==> src/rtl/mc_pkg.sv <==
// Shared constants, state codes and control-word type for the multicycle MIPS control FSM.
// Optional build macro MC_BNE_EN adds BNE (opcode 000101) to the legal opcode set.
package mc_pkg;

  localparam logic [5:0] OP_RTYPE = 6'b000000;
  localparam logic [5:0] OP_LW    = 6'b100011;
  localparam logic [5:0] OP_SW    = 6'b101011;
  localparam logic [5:0] OP_BEQ   = 6'b000100;
  localparam logic [5:0] OP_BNE   = 6'b000101;
  localparam logic [5:0] OP_J     = 6'b000010;
  localparam logic [5:0] OP_ADDI  = 6'b001000;
  localparam logic [5:0] OP_ANDI  = 6'b001100;

  typedef enum logic [3:0] {
    S_FETCH  = 4'd0,
    S_DECODE = 4'd1,
    S_MEMADR = 4'd2,
    S_MEMRD  = 4'd3,
    S_MEMWB  = 4'd4,
    S_MEMWR  = 4'd5,
    S_RTYPE  = 4'd6,
    S_RWB    = 4'd7,
    S_BRANCH = 4'd8,
    S_JUMP   = 4'd9,
    S_IMMEX  = 4'd10,
    S_IMMWB  = 4'd11
  } state_e;

  localparam logic [1:0] ALUOP_ADD   = 2'b00;
  localparam logic [1:0] ALUOP_SUB   = 2'b01;
  localparam logic [1:0] ALUOP_FUNCT = 2'b10;

  localparam logic [1:0] IMMOP_NONE = 2'b00;
  localparam logic [1:0] IMMOP_ADD  = 2'b01;
  localparam logic [1:0] IMMOP_AND  = 2'b10;

  localparam logic [1:0] SRCB_RT    = 2'b00;
  localparam logic [1:0] SRCB_FOUR  = 2'b01;
  localparam logic [1:0] SRCB_IMM   = 2'b10;
  localparam logic [1:0] SRCB_IMMSH = 2'b11;

  localparam logic [1:0] PCSRC_ALU    = 2'b00;
  localparam logic [1:0] PCSRC_ALUOUT = 2'b01;
  localparam logic [1:0] PCSRC_JUMP   = 2'b10;

  typedef struct packed {
    logic       pcwrite;
    logic       pcwritecond;
    logic       branch_inv;
    logic       iord;
    logic       memread;
    logic       memwrite;
    logic       irwrite;
    logic       memtoreg;
    logic       regdst;
    logic       regwrite;
    logic       alusrca;
    logic [1:0] alusrcb;
    logic [1:0] pcsource;
    logic [1:0] aluop;
    logic [1:0] immop;
    logic       illegal;
  } ctrl_t;

  function automatic logic opcode_legal(input logic [5:0] op);
    case (op)
      OP_RTYPE, OP_LW, OP_SW, OP_BEQ, OP_J, OP_ADDI, OP_ANDI: opcode_legal = 1'b1;
`ifdef MC_BNE_EN
      OP_BNE:                                                 opcode_legal = 1'b1;
`endif
      default:                                                opcode_legal = 1'b0;
    endcase
  endfunction

endpackage

==> src/rtl/mc_ctrl_decode.sv <==
// Combinational decode of the FSM state (plus opcode where needed) into the datapath control word.
// Honors MC_BNE_EN: when defined, BRANCH inverts the zero test for BNE.
module mc_ctrl_decode
  import mc_pkg::*;
(
  input  logic [3:0] state,
  input  logic [5:0] opcode,
  output ctrl_t      ctrl
);

  always_comb begin
    // NOTE: every field gets a default before the case, so no path can infer a latch.
    ctrl = '0;
    case (state)
      S_FETCH: begin
        ctrl.memread  = 1'b1;
        ctrl.irwrite  = 1'b1;
        ctrl.alusrcb  = SRCB_FOUR;
        ctrl.pcsource = PCSRC_ALU;
        ctrl.pcwrite  = 1'b1;
        ctrl.aluop    = ALUOP_ADD;
      end
      S_DECODE: begin
        ctrl.alusrcb = SRCB_IMMSH;
        ctrl.aluop   = ALUOP_ADD;
        ctrl.illegal = ~opcode_legal(opcode);
      end
      S_MEMADR: begin
        ctrl.alusrca = 1'b1;
        ctrl.alusrcb = SRCB_IMM;
        ctrl.aluop   = ALUOP_ADD;
      end
      S_MEMRD: begin
        ctrl.memread = 1'b1;
        ctrl.iord    = 1'b1;
      end
      S_MEMWB: begin
        ctrl.regwrite = 1'b1;
        ctrl.memtoreg = 1'b1;
      end
      S_MEMWR: begin
        ctrl.memwrite = 1'b1;
        ctrl.iord     = 1'b1;
      end
      S_RTYPE: begin
        ctrl.alusrca = 1'b1;
        ctrl.alusrcb = SRCB_RT;
        ctrl.aluop   = ALUOP_FUNCT;
      end
      S_RWB: begin
        ctrl.regwrite = 1'b1;
        ctrl.regdst   = 1'b1;
      end
      S_BRANCH: begin
        ctrl.alusrca     = 1'b1;
        ctrl.alusrcb     = SRCB_RT;
        ctrl.aluop       = ALUOP_SUB;
        ctrl.pcsource    = PCSRC_ALUOUT;
        ctrl.pcwritecond = 1'b1;
`ifdef MC_BNE_EN
        ctrl.branch_inv  = (opcode == OP_BNE);
`endif
      end
      S_JUMP: begin
        ctrl.pcsource = PCSRC_JUMP;
        ctrl.pcwrite  = 1'b1;
      end
      S_IMMEX: begin
        ctrl.alusrca = 1'b1;
        ctrl.alusrcb = SRCB_IMM;
        ctrl.aluop   = ALUOP_ADD;
        if (opcode == OP_ADDI)      ctrl.immop = IMMOP_ADD;
        else if (opcode == OP_ANDI) ctrl.immop = IMMOP_AND;
        else                        ctrl.immop = IMMOP_NONE;
      end
      S_IMMWB: begin
        ctrl.regwrite = 1'b1;
      end
      default: ctrl = '0;
    endcase
  end

endmodule

==> src/rtl/multicycle_control.sv <==
// Main control FSM for the multicycle MIPS datapath: state register, next-state logic, pc_en, reset gating.
// Build macro MC_BNE_EN makes opcode 000101 (BNE) legal and routes it to BRANCH.
module multicycle_control
  import mc_pkg::*;
(
  input  logic       clk,
  input  logic       rst_n,
  input  logic [5:0] opcode,
  input  logic       zero,
  output logic       pc_en,
  output logic       iord,
  output logic       memread,
  output logic       memwrite,
  output logic       irwrite,
  output logic       memtoreg,
  output logic       regdst,
  output logic       regwrite,
  output logic       alusrca,
  output logic [1:0] alusrcb,
  output logic [1:0] pcsource,
  output logic       aluop1,
  output logic       aluop0,
  output logic [1:0] immedateop,
  output logic       illegal,
  output logic [3:0] state
);

  state_e state_q, state_d;
  ctrl_t  ctrl, ctrl_g;

  always_comb begin
    state_d = S_FETCH;
    case (state_q)
      S_FETCH:  state_d = S_DECODE;
      S_DECODE: begin
        case (opcode)
          OP_LW, OP_SW:     state_d = S_MEMADR;
          OP_RTYPE:         state_d = S_RTYPE;
          OP_BEQ:           state_d = S_BRANCH;
`ifdef MC_BNE_EN
          OP_BNE:           state_d = S_BRANCH;
`endif
          OP_J:             state_d = S_JUMP;
          OP_ADDI, OP_ANDI: state_d = S_IMMEX;
          default:          state_d = S_FETCH;
        endcase
      end
      S_MEMADR: begin
        if (opcode == OP_LW)      state_d = S_MEMRD;
        else if (opcode == OP_SW) state_d = S_MEMWR;
        else                      state_d = S_FETCH;
      end
      S_MEMRD:  state_d = S_MEMWB;
      S_RTYPE:  state_d = S_RWB;
      S_IMMEX:  state_d = S_IMMWB;
      default:  state_d = S_FETCH;
    endcase
  end

  // NOTE: state is sequential, so it is updated with <= only; the async reset puts it in FETCH.
  always_ff @(posedge clk or negedge rst_n) begin
    if (!rst_n) state_q <= S_FETCH;
    else        state_q <= state_d;
  end

  mc_ctrl_decode u_decode (
    .state  (state_q),
    .opcode (opcode),
    .ctrl   (ctrl)
  );

  // Reset holds every output low, including FETCH's strobes, the moment rst_n falls.
  assign ctrl_g = rst_n ? ctrl : '0;

  assign pc_en      = ctrl_g.pcwrite | (ctrl_g.pcwritecond & (zero ^ ctrl_g.branch_inv));
  assign iord       = ctrl_g.iord;
  assign memread    = ctrl_g.memread;
  assign memwrite   = ctrl_g.memwrite;
  assign irwrite    = ctrl_g.irwrite;
  assign memtoreg   = ctrl_g.memtoreg;
  assign regdst     = ctrl_g.regdst;
  assign regwrite   = ctrl_g.regwrite;
  assign alusrca    = ctrl_g.alusrca;
  assign alusrcb    = ctrl_g.alusrcb;
  assign pcsource   = ctrl_g.pcsource;
  assign aluop1     = ctrl_g.aluop[1];
  assign aluop0     = ctrl_g.aluop[0];
  assign immedateop = ctrl_g.immop;
  assign illegal    = ctrl_g.illegal;
  assign state      = rst_n ? state_q : 4'd0;

endmodule

==> config.mk <==
export PLATFORM = sky130hd
export DESIGN_NAME = multicycle_control
export DESIGN_NICKNAME = d
export VERILOG_FILES = /design/src/rtl/mc_pkg.sv /design/src/rtl/mc_ctrl_decode.sv /design/src/rtl/multicycle_control.sv
export SDC_FILE = /design/constraint.sdc
export NUM_CORES = 1
export LEC_CHECK = 0
export ABC_AREA = 1
export BUFFER_PORTS_ARGS = -buffer_cell sky130_fd_sc_hd__buf_2
export CAP_MARGIN = 15
export CORE_AREA = 3 3 40 42
export DETAILED_ROUTE_END_ITERATION = 16
export DIE_AREA = 0 0 43 45
export GPL_ROUTABILITY_DRIVEN = 0
export PLACE_DENSITY = 0.82
export SETUP_SLACK_MARGIN = 0.02
export SYNTH_ARGS = -nofsm -noshare
export SYNTH_HDL_FRONTEND = slang
export SYNTH_SLANG_ARGS = --single-unit
export TNS_END_PERCENT = 30
==> constraint.sdc <==
create_clock -name clk -period 2 [get_ports clk]
set_clock_uncertainty 0.2 [all_clocks]
set_input_delay 0.3 -clock clk [delete_from_list [all_inputs] [get_ports clk]]
set_output_delay 0.3 -clock clk [all_outputs]
set_load 0.05 [all_outputs]
==> out/qor.csv, run 1 <==
metric;value;unit
antenna_cells;0;
power_density;842;nW/µm²
clkTransAtPathRegs;0.04;ns
synth_xor_area_frac;0;
initial_core_util;0.429;
drc_errors;0;
dieArea;1940;µm²
p_leak;0.535;nW
grt_max_degree;11;
yosys_warnings;0;
tightest_slew;0.340;ns
core-area;1280;µm²
top_register;state_q;
power_frac_clock;0.143;
synth_area;552;µm²
hold_path.class;primary input to flip-flop;
slowest_delay;0.45;ns
hpwl;1360;µm
intPower;0.336;mW
crit_type;flip-flop to output port;
syn_to_final_growth;58.3;%
drv_cap;0;
cts.htree.levels;1;
nFillCells;113;
die_h;45;µm
grt_pass1_wl;2660;µm
combinationalPowerShare;0.691;
finalWirelength;1900;µm
viasPerCell;5.06;
cp-start-kind;flip-flop;
status;complete, but fails checks;
crit_required;1.50;ns
finalCritPeriodShare;1.01;
violations;negative setup slack;
grt_antenna_before_repair;0;
crit_chain;nor2_4, inv_2, nor3_4, nand2_2, o21ai_2, buf_6;
layout_common_cells;nor2_1, nand2_1, buf_2, inv_1, nand3_1;
placedCellCount;148;
cts_tree;done;
cts_made_buffers;3;
synthAdderAreaFrac;0;
total_power;0.735;mW
reg_top3;state_q x4;
vias;789;
syn_area_per_cell;5.36;µm²
pwr-share-seq;0.166;
ir_drop;367;µV
grt.overflow.total;0;
first_pass_iters;4;
clk_latency;0.24;ns
final_cells;156;
drt.antenna.violating_nets;0;
syn-num-nets;112;
synth-seq-cells;4;
maxSlewViolCount;0;
crit_fanout;5;
fmax;0.493;GHz
io_buffers;30;
cts_root_buffer;clkbuf_4;
place_area;729;µm²
grt_usage;0.188;
postLayoutCellArea;873;µm²
cp_slowest_cell;dfrtp_2;
drt_iter0_drc;29;
setup_viol;3;
cp-end-kind;output port;
ioPinCount;31;
p_switching;0.399;mW
synth_seq_area_share;0.181;
clock-sinks;4;
grt_pass1_vias;667;
synthCells;103;
drive_gt1_frac;0.440;
fin_nets;152;
synth_top_family_by_area;simple AND/OR/NAND/NOR gates;
wire_per_inst;12.2;µm
period_needed;2.03;ns
critPathArrivalTime;1.53;ns
finalHoldViolCount;0;
rows;13;
rsz0062_at_grt;yes;
fin_ws;-0.0283;ns
synth.distinct_cells;17;
die_x;43;µm
synth_simple_gate_area_frac;0.628;
switching_share;0.543;
synth-compound-area-share;0.0476;
clk_path_buf_depth;2;
synthMuxAreaShare;0;
slew_headroom;0.772;
largest_reg_flops;4;
==> cell families (layout without fill, tap and decap cells) <==
| group | count (synthesis) | in the layout |
|---|---|---|
| flip-flops | 4 | 4 |
| AND/OR/NAND/NOR | 74 | 74 |
| AO/OA/AOI/OAI | 5 | 5 |
| buffers and inverters | 20 | 58 |
==> final timing paths <==
check                                     start                   end  slack (ns)  cells after the start
min reg2reg                state_q[0]$_DFF_PN0_  state_q[3]$_DFF_PN0_        0.57                      5
min in group asynchronous                 rst_n  state_q[2]$_DFF_PN0_        0.41                      3
max                        state_q[2]$_DFF_PN0_               memread       -0.03                      6
min                                   opcode[3]  state_q[2]$_DFF_PN0_        0.17                      3
max reg2reg                state_q[2]$_DFF_PN0_  state_q[0]$_DFF_PN0_        0.60                      6
max in group asynchronous                 rst_n  state_q[1]$_DFF_PN0_        0.98                      3
==> worst max-delay path, delay by kind of cell, from the launching register on <==
| family | cells | cell delay (ns) |
|---|---|---|
| and+or+nand+nor | 3 | 0.50 |
| DFF | 1 | 0.45 |
| buffers and inverters | 2 | 0.26 |
| AOI/OAI and AO/OA | 1 | 0.08 |
==> Yosys cell counts <==
cell type | number | area [µm²]
nand2_1 | 25 | 93.8
a21oi_1 | 3 | 15.0
nor2_2 | 2 | 12.5
buf_4 | 1 | 7.51
inv_1 | 14 | 52.6
nor3_2 | 3 | 30.0
nand3b_1 | 1 | 7.51
nand2_2 | 2 | 12.5
nor2_1 | 24 | 90.1
a31oi_1 | 1 | 6.26
dfrtp_1 | 4 | 100
nand4_1 | 2 | 12.5
inv_2 | 5 | 18.8
nand3_1 | 12 | 60.1
o21ai_0 | 1 | 5.00
nor2_4 | 2 | 22.5
nor3_1 | 1 | 5.00
==> metal layers <==
layer	track usage	up-vias	share of wire
met5	0	-	0
met4	0.139	0	0.027
met3	0.0279	7	0.083
met1	0.194	337	0.37
met2	0.344	46	0.51
li1	-	399	-
==> repair_timing <==
action | in CTS | in global routing
buffers inserted | 0 | 4
pin swaps | 0 | 5
hold buffers | 1 | 0
endpoints found under the setup margin | 9 | 11
endpoints found under the hold margin | 4 | 0
cloned | 0 | 0
gates resized for setup | 7 | 22
==> per-stage QoR <==
step           TNS, ns  hold slack [ns]   util  worst slack [ns]
2_1_floorplan   -0.700           -0.196      -            -0.161
3_3_place_gp         0           0.0538  0.568             0.207
3_5_place_dp         0           0.0547  0.568             0.152
4_1_cts              0            0.162  0.607           0.00161
5_1_grt         -0.405            0.178  0.680            -0.114
6_report       -0.0579            0.173  0.680           -0.0283
==> power by group through the flow <==
| stage | logic (mW) | registers [mW] | clock network [mW] |
|---|---|---|---|
| 6_report | 0.508 | 0.122 | 0.105 |
| 5_1_grt | 0.543 | 0.123 | 0.109 |
| 3_5_place_dp | 0.386 | 0.122 | 0 |
| 2_1_floorplan | 0.307 | 0.114 | 0 |
| 4_1_cts | 0.401 | 0.122 | 0.108 |
| 3_3_place_gp | 0.380 | 0.123 | 0 |
==> layout make-up <==
class | instances | area (µm²) | area share
Tap cell | 15 | 18.8 | 0.0215
Multi-Input combinational cell | 79 | 404 | 0.463
Clock buffer | 3 | 22.5 | 0.0258
Sequential cell | 4 | 105 | 0.120
Timing Repair Buffer | 36 | 251 | 0.288
Inverter | 19 | 71.3 | 0.0817
(Power assumes the default switching activity.)
==> run 2, diff against run 1 <==
Settings changed: REMOVE_ABC_BUFFERS set to 1.
==> run 2 against run 1 <==
The run still ends with negative setup slack left. Power shrank 5.2%. Wire length shrank 9.9%. Clock power fell by 4%. Sequential share of layout area increased by 0.41 points. Die area unchanged. Largest cell class unchanged. Hold slack improved by 0.031 ns. Highest routed layer unchanged. Global-route usage down 2.4 points. Non-clock buffer count fell by 1.
==> out/qor.csv, run 2 (synthesis gave the netlist of run 1 again) <==
metric;value;unit;change
die_h;45;µm;unchanged
total_power;0.697;mW;was 0.735 mW
p_switching;0.382;mW;was 0.399 mW
switching_share;0.548;;was 0.543
ioPinCount;31;;unchanged
fin_nets;151;;was 152
intPower;0.315;mW;was 0.336 mW
fmax;0.495;GHz;was 0.493 GHz
wl_met2;876;µm;was 976 µm
period_needed;2.02;ns;was 2.03 ns
clkTransAtPathRegs;0.04;ns;about the same
vias;756;;was 789
grt_pass1_wl;2440;µm;was 2660 µm
syn_to_final_growth;53.1;%;was 58.3%
crit_fanout;4;;was 5
p_leak;0.524;nW;was 0.535 nW
status;complete, but fails checks;;unchanged
clock-sinks;4;;unchanged
io_buffers;30;;unchanged
hold_path.class;primary input to flip-flop;;unchanged
r2r-end;state_q[2]$_DFF_PN0_;;was state_q[0]$_DFF_PN0_
cp-end-kind;output port;;unchanged
grt.overflow.total;0;;unchanged
layout_common_cells;nand2_1, nor2_1, buf_2, inv_1, nand3_1;;was nor2_1, nand2_1, buf_2, inv_1, nand3_1
grt_pass1_vias;651;;was 667
power_frac_clock;0.145;;was 0.143
reg_top3;state_q x4;;unchanged
antenna_cells;0;;unchanged
cts_made_buffers;3;;unchanged
largest_reg_flops;4;;unchanged
ir_drop;346;µV;was 367 µV
cts.htree.levels;1;;unchanged
crit_required;1.50;ns;about the same
tns;-0.0182;ns;was -0.0579 ns
rsz0062_at_grt;yes;;unchanged
postLayoutCellArea;845;µm²;was 873 µm²
min_to;state_q[2]$_DFF_PN0_;;unchanged
finalWirelength;1710;µm;was 1900 µm
top_register;state_q;;unchanged
dieArea;1940;µm²;unchanged
wl_met3;138;µm;was 157 µm
drc_errors;0;;unchanged
viasPerCell;4.88;;was 5.06
combinationalPowerShare;0.670;;was 0.691
power_density;825;nW/µm²;was 842 nW/µm²
cts_root_buffer;clkbuf_4;;unchanged
wire_per_inst;11.0;µm;was 12.2 µm
r2r_slack;0.62;ns;was 0.60 ns
r2r_cells;6;;unchanged
holdCritStartpoint;opcode[3];;unchanged
crit_type;flip-flop to output port;;unchanged
violations;negative setup slack;;unchanged
startpoint;state_q[2]$_DFF_PN0_;;unchanged
drive_gt1_frac;0.429;;was 0.440
drt.antenna.violating_nets;0;;unchanged
final_common_cell;nand2_1;;
place_area;721;µm²;was 729 µm²
grt_antenna_before_repair;0;;unchanged
wirelength_met1;680;µm;was 711 µm
slew_headroom;0.758;;was 0.772
finalHoldViolCount;0;;unchanged
min_delay_path_depth;3;;unchanged
core-area;1280;µm²;unchanged
grt_usage;0.164;;was 0.188
drt_iter0_drc;16;;was 29
clk_path_buf_depth;2;;unchanged
final_util;0.657;;was 0.680
tightest_slew;0.362;ns;was 0.340 ns
clk_latency;0.23;ns;was 0.24 ns
fin_ws;-0.0182;ns;was -0.0283 ns
rows;13;;unchanged
hpwl;1260;µm;was 1360 µm
critPathArrivalTime;1.52;ns;was 1.53 ns
drv_cap;0;;unchanged
pwr-share-seq;0.185;;was 0.166
grt_max_degree;11;;unchanged
setup_viol;1;;was 3
cts_tree;done;;unchanged
die_x;43;µm;unchanged
finalCritPeriodShare;1.01;;about the same
first_pass_iters;4;;unchanged
worstReg2RegStart;state_q[2]$_DFF_PN0_;;unchanged
initial_core_util;0.429;;unchanged
maxSlewViolCount;0;;unchanged
top_layer;met4;;unchanged
cp-start-kind;flip-flop;;unchanged
[run 2: cell type report]
| cell class | count | area [µm²] |
|---|---|---|
| Fill cell | 124 | 440 |
| Sequential cell | 4 | 105 |
| Multi-Input combinational cell | 79 | 395 |
| Inverter | 19 | 71.3 |
| Clock buffer | 3 | 22.5 |
| Tap cell | 15 | 18.8 |
| Timing Repair Buffer | 35 | 231 |
[run 2: repair_timing]
item | in CTS | in global routing
setup endpoints to repair | 6 | 12
hold buffers | 1 | 0
endpoints found under the hold margin | 4 | 0
pin swaps | 0 | 4
gates resized for setup | 4 | 26
setup buffers | 0 | 3
[run 2: through the flow]
step | hold slack, ns | worst slack, ns | cells
floorplan | -0.196 | -0.341 | 102
global placement | 0.0541 | 0.218 | 148
detailed placement | 0.0533 | 0.176 | 148
CTS | 0.191 | 0.00872 | 152
global route | 0.220 | -0.133 | 155
finish | 0.204 | -0.0182 | 155
[run 2: critical path: stages, from the launching register on]
cell     delay, ns
dfrtp_2       0.45
nor2_4        0.15
inv_2         0.05
nor3_2        0.20
nand2_1       0.14
o21ai_2       0.10
buf_6         0.18
[run 2: how the worst max path moves through the flow]
| stage | slack (ns) | to | cells after the start |
|---|---|---|---|
| 2_1_floorplan | -0.34 | memread | 3 |
| 3_3_place_gp | 0.22 | memread | 6 |
| 3_5_place_dp | 0.18 | memread | 6 |
| 4_1_cts | 0.009 | illegal | 4 |
| 5_1_grt | -0.13 | memread | 6 |
| 6_report | -0.02 | memread | 6 |
[run 2: power by group through the flow]
stage | sequential (mW) | clock [mW] | combinational (mW)
3_5_place_dp | 0.124 | 0 | 0.383
3_3_place_gp | 0.123 | 0 | 0.378
2_1_floorplan | 0.116 | 0 | 0.300
5_1_grt | 0.132 | 0.103 | 0.498
4_1_cts | 0.124 | 0.101 | 0.395
6_report | 0.129 | 0.101 | 0.467
[run 2: layer usage]
layer / track usage / up-vias
li1: - / 393
met1: 0.190 / 324
met2: 0.296 / 37
met3: 0.0239 / 2
met4: 0.0783 / 0
met5: 0 / -
==> run 3, diff against run 2 <==
Settings changed: CORE_AREA 3 3 40 42 to not set, CORE_MARGIN set to 3, CORE_UTILIZATION set to 44, DIE_AREA 0 0 43 45 to not set, PLACE_DENSITY 0.82 to 0.8, SYNTH_HIERARCHICAL set to 1.
==> run 3 against run 2 <==
The flow still finishes with violations (negative setup slack). Non-clock buffer count is 4 higher. Combinational power is 35% higher. Setup slack better by 0.0040 ns. Global-route usage is 1.7 points higher. Hold slack worse by 0.15 ns. Largest cell class unchanged. Largest power group unchanged. Highest routed layer unchanged.
==> out/qor.csv, run 3 <==
metric;value;unit;change
seqCellArea;103;µm²;was 105 µm²
clk_latency;0.24;ns;was 0.23 ns
hold_path.class;primary input to async pin;;was primary input to flip-flop
fmax;0.496;GHz;was 0.495 GHz
fin_nets;205;;was 151
yosysMostFrequentCell;nand2_1;;unchanged
p_leak;0.763;nW;was 0.524 nW
drive_gt1_frac;0.366;;was 0.429
largest_reg_flops;4;;unchanged
synth_seq_area_share;0.131;;was 0.181
critPathArrivalTime;1.51;ns;was 1.52 ns
r2r_slack;0.66;ns;was 0.62 ns
maxSlewViolCount;0;;unchanged
period_needed;2.01;ns;was 2.02 ns
drc_errors;0;;unchanged
crit_fanout;5;;was 4
cts_made_buffers;3;;unchanged
synthFlopType;dfrtp_1;;unchanged
viasPerCell;4.74;;was 4.88
violations;negative setup slack;;unchanged
clkTransAtPathRegs;0.04;ns;about the same
final_common_cell;nand2_1;;unchanged
setup_viol;2;;was 1
yosys_warnings;6;;was 0
yosysTopAreaCellShare;0.246;;was 0.181
multi_input_area;529;µm²;was 395 µm²
place_area;946;µm²;was 721 µm²
crit_required;1.50;ns;about the same
hpwl;1580;µm;was 1260 µm
finalWirelength;2150;µm;was 1710 µm
finalHoldViolCount;0;;unchanged
die_x;47.7;µm;was 43 µm
core-area;1580;µm²;was 1280 µm²
synth_common_cells;nand2_1, inv_1, nor2_1;;was nand2_1, nor2_1, inv_1
drt.antenna.violating_nets;0;;unchanged
dieArea;2270;µm²;was 1940 µm²
wire_per_inst;10.2;µm;was 11.0 µm
grt.overflow.total;0;;unchanged
synth.distinct_cells;20;;was 17
reg_top3;state_q x4;;unchanged
crit_type;flip-flop to output port;;unchanged
cts_root_buffer;clkbuf_4;;unchanged
clk_path_buf_depth;2;;unchanged
vias;995;;was 756
fin_ws;-0.0142;ns;was -0.0182 ns
nFillCells;161;;was 124
grtUsageMet3;0.0226;;was 0.0239
synth-seq-cells;4;;unchanged
placedCellCount;204;;was 148
power_density;767;nW/µm²;was 825 nW/µm²
top_usage_layer;met2;;unchanged
antenna_cells;0;;unchanged
cp-start-kind;flip-flop;;unchanged
cp-end-kind;output port;;unchanged
cts.htree.levels;1;;unchanged
finalCritPeriodShare;1.01;;about the same
yosysTopAreaCell;nand2_1;;was dfrtp_1
use_met2;0.353;;was 0.296
drv_cap;0;;unchanged
grt_use_met1;0.191;;was 0.190
initial_core_util;0.484;;was 0.429
rows;14;;was 13
rsz0062_at_grt;yes;;unchanged
io_buffers;30;;unchanged
cts_tree;done;;unchanged
syn_to_final_growth;44.6;%;was 53.1%
status;complete, but fails checks;;unchanged
synth_area;763;µm²;was 552 µm²
layout_common_cells;nand2_1, inv_1, buf_2, nor2_1;;was nand2_1, nor2_1, buf_2, inv_1, nand3_1
synthCells;157;;was 103
total_power;0.846;mW;was 0.697 mW
yosys-top-cells-area;nand2_1, inv_1, dfrtp_1, nor2_1, nand3_1;;was dfrtp_1, nand2_1, nor2_1, nand3_1, inv_1
grt_pass1_wl;3000;µm;was 2440 µm
synth_edf_count;0;;unchanged
grt_max_degree;25;;was 11
dp_slack;0.128;ns;was 0.176 ns
ioPinCount;31;;unchanged
ir_drop;461;µV;was 346 µV
final_cells;210;;was 155
grt_usage;0.181;;was 0.164
syn_area_per_cell;4.86;µm²;was 5.36 µm²
first_pass_iters;4;;unchanged
postLayoutCellArea;1100;µm²;was 845 µm²
async_flop_share;1.00;;unchanged
drt_iter0_drc;36;;was 16
die_h;47.7;µm;was 45 µm
top_register;state_q;;unchanged
grt_antenna_before_repair;0;;unchanged
clock-sinks;4;;unchanged
grt_pass1_vias;808;;was 651
-- run 3: changes by cell type after synthesis, sizes merged, moves of 2 or more --
cell | before | now
a21boi | 0 | 2
nor3 | 4 | 1
buf | 1 | 5
inv | 19 | 42
nand2 | 27 | 52
o21ai | 1 | 5
-- run 3: cell type report --
| cell class | count | area share |
|---|---|---|
| Clock buffer | 3 | 0.0204 |
| Inverter | 42 | 0.143 |
| Multi-Input combinational cell | 106 | 0.480 |
| Sequential cell | 4 | 0.0930 |
| Tap cell | 16 | 0.0181 |
| Timing Repair Buffer | 39 | 0.246 |
-- run 3: timing repair --
| item | in CTS | in global routing |
|---|---|---|
| setup endpoints to repair | 6 | 16 |
| resized for setup | 13 | 30 |
| endpoints found under the hold margin | 2 | 0 |
| pin swaps | 1 | 4 |
| setup buffers | 0 | 2 |
| hold buffers | 1 | 0 |
-- run 3: worst paths after layout --
| path | from | to | cells past startpoint |
|---|---|---|---|
| max | state_q[3]$_DFF_PN0_ | alusrcb[1] | 6 |
| min | rst_n | state_q[1]$_DFF_PN0_ | 2 |
| max reg2reg | state_q[3]$_DFF_PN0_ | state_q[0]$_DFF_PN0_ | 6 |
| min reg2reg | state_q[1]$_DFF_PN0_ | state_q[0]$_DFF_PN0_ | 4 |
| max in group asynchronous | rst_n | state_q[3]$_DFF_PN0_ | 2 |
| min in group clk | opcode[3] | state_q[2]$_DFF_PN0_ | 5 |
-- run 3: worst max-delay path, stage by stage, from the launching register on --
cell,delay (ns)
dfrtp_2,0.44
nor2_2,0.22
nand3_2,0.14
o21ai_0,0.13
nand2_1,0.08
inv_1,0.07
buf_4,0.19
-- run 3: logic make-up (layout without fill, tap and decap cells) --
kind of cell	count (synthesis)	in the layout	synth area share
AOI/OAI and AO/OA	11	11	0.0885
buffers and inverters	47	84	0.249
DFF	4	4	0.131
other	1	1	0.00491
and+or+nand+nor	94	94	0.526
-- run 3: power by group --
part / switching (mW) / total [mW] / leakage, nW / internal, mW
combinational: 0.431 / 0.630 / 0.699 / 0.199
clock: 0.0343 / 0.101 / 0.0138 / 0.0672
sequential: 0.0187 / 0.115 / 0.0501 / 0.0959
-- run 3: stage by stage --
step | hold slack, ns | TNS, ns | utilization
2_1_floorplan | -0.196 | -0.628 | -
3_3_place_gp | 0.0250 | 0 | 0.600
3_5_place_dp | 0.0323 | 0 | 0.600
4_1_cts | 0.0535 | 0 | 0.637
5_1_grt | 0.0981 | -0.651 | 0.700
6_report | 0.0577 | -0.0228 | 0.700
-- run 3: per-layer routing --
layer | share of wire | vias to the layer above
met5 | 0 | -
met2 | 0.52 | 28
met1 | 0.42 | 430
met4 | 0.016 | 0
li1 | - | 533
met3 | 0.042 | 4
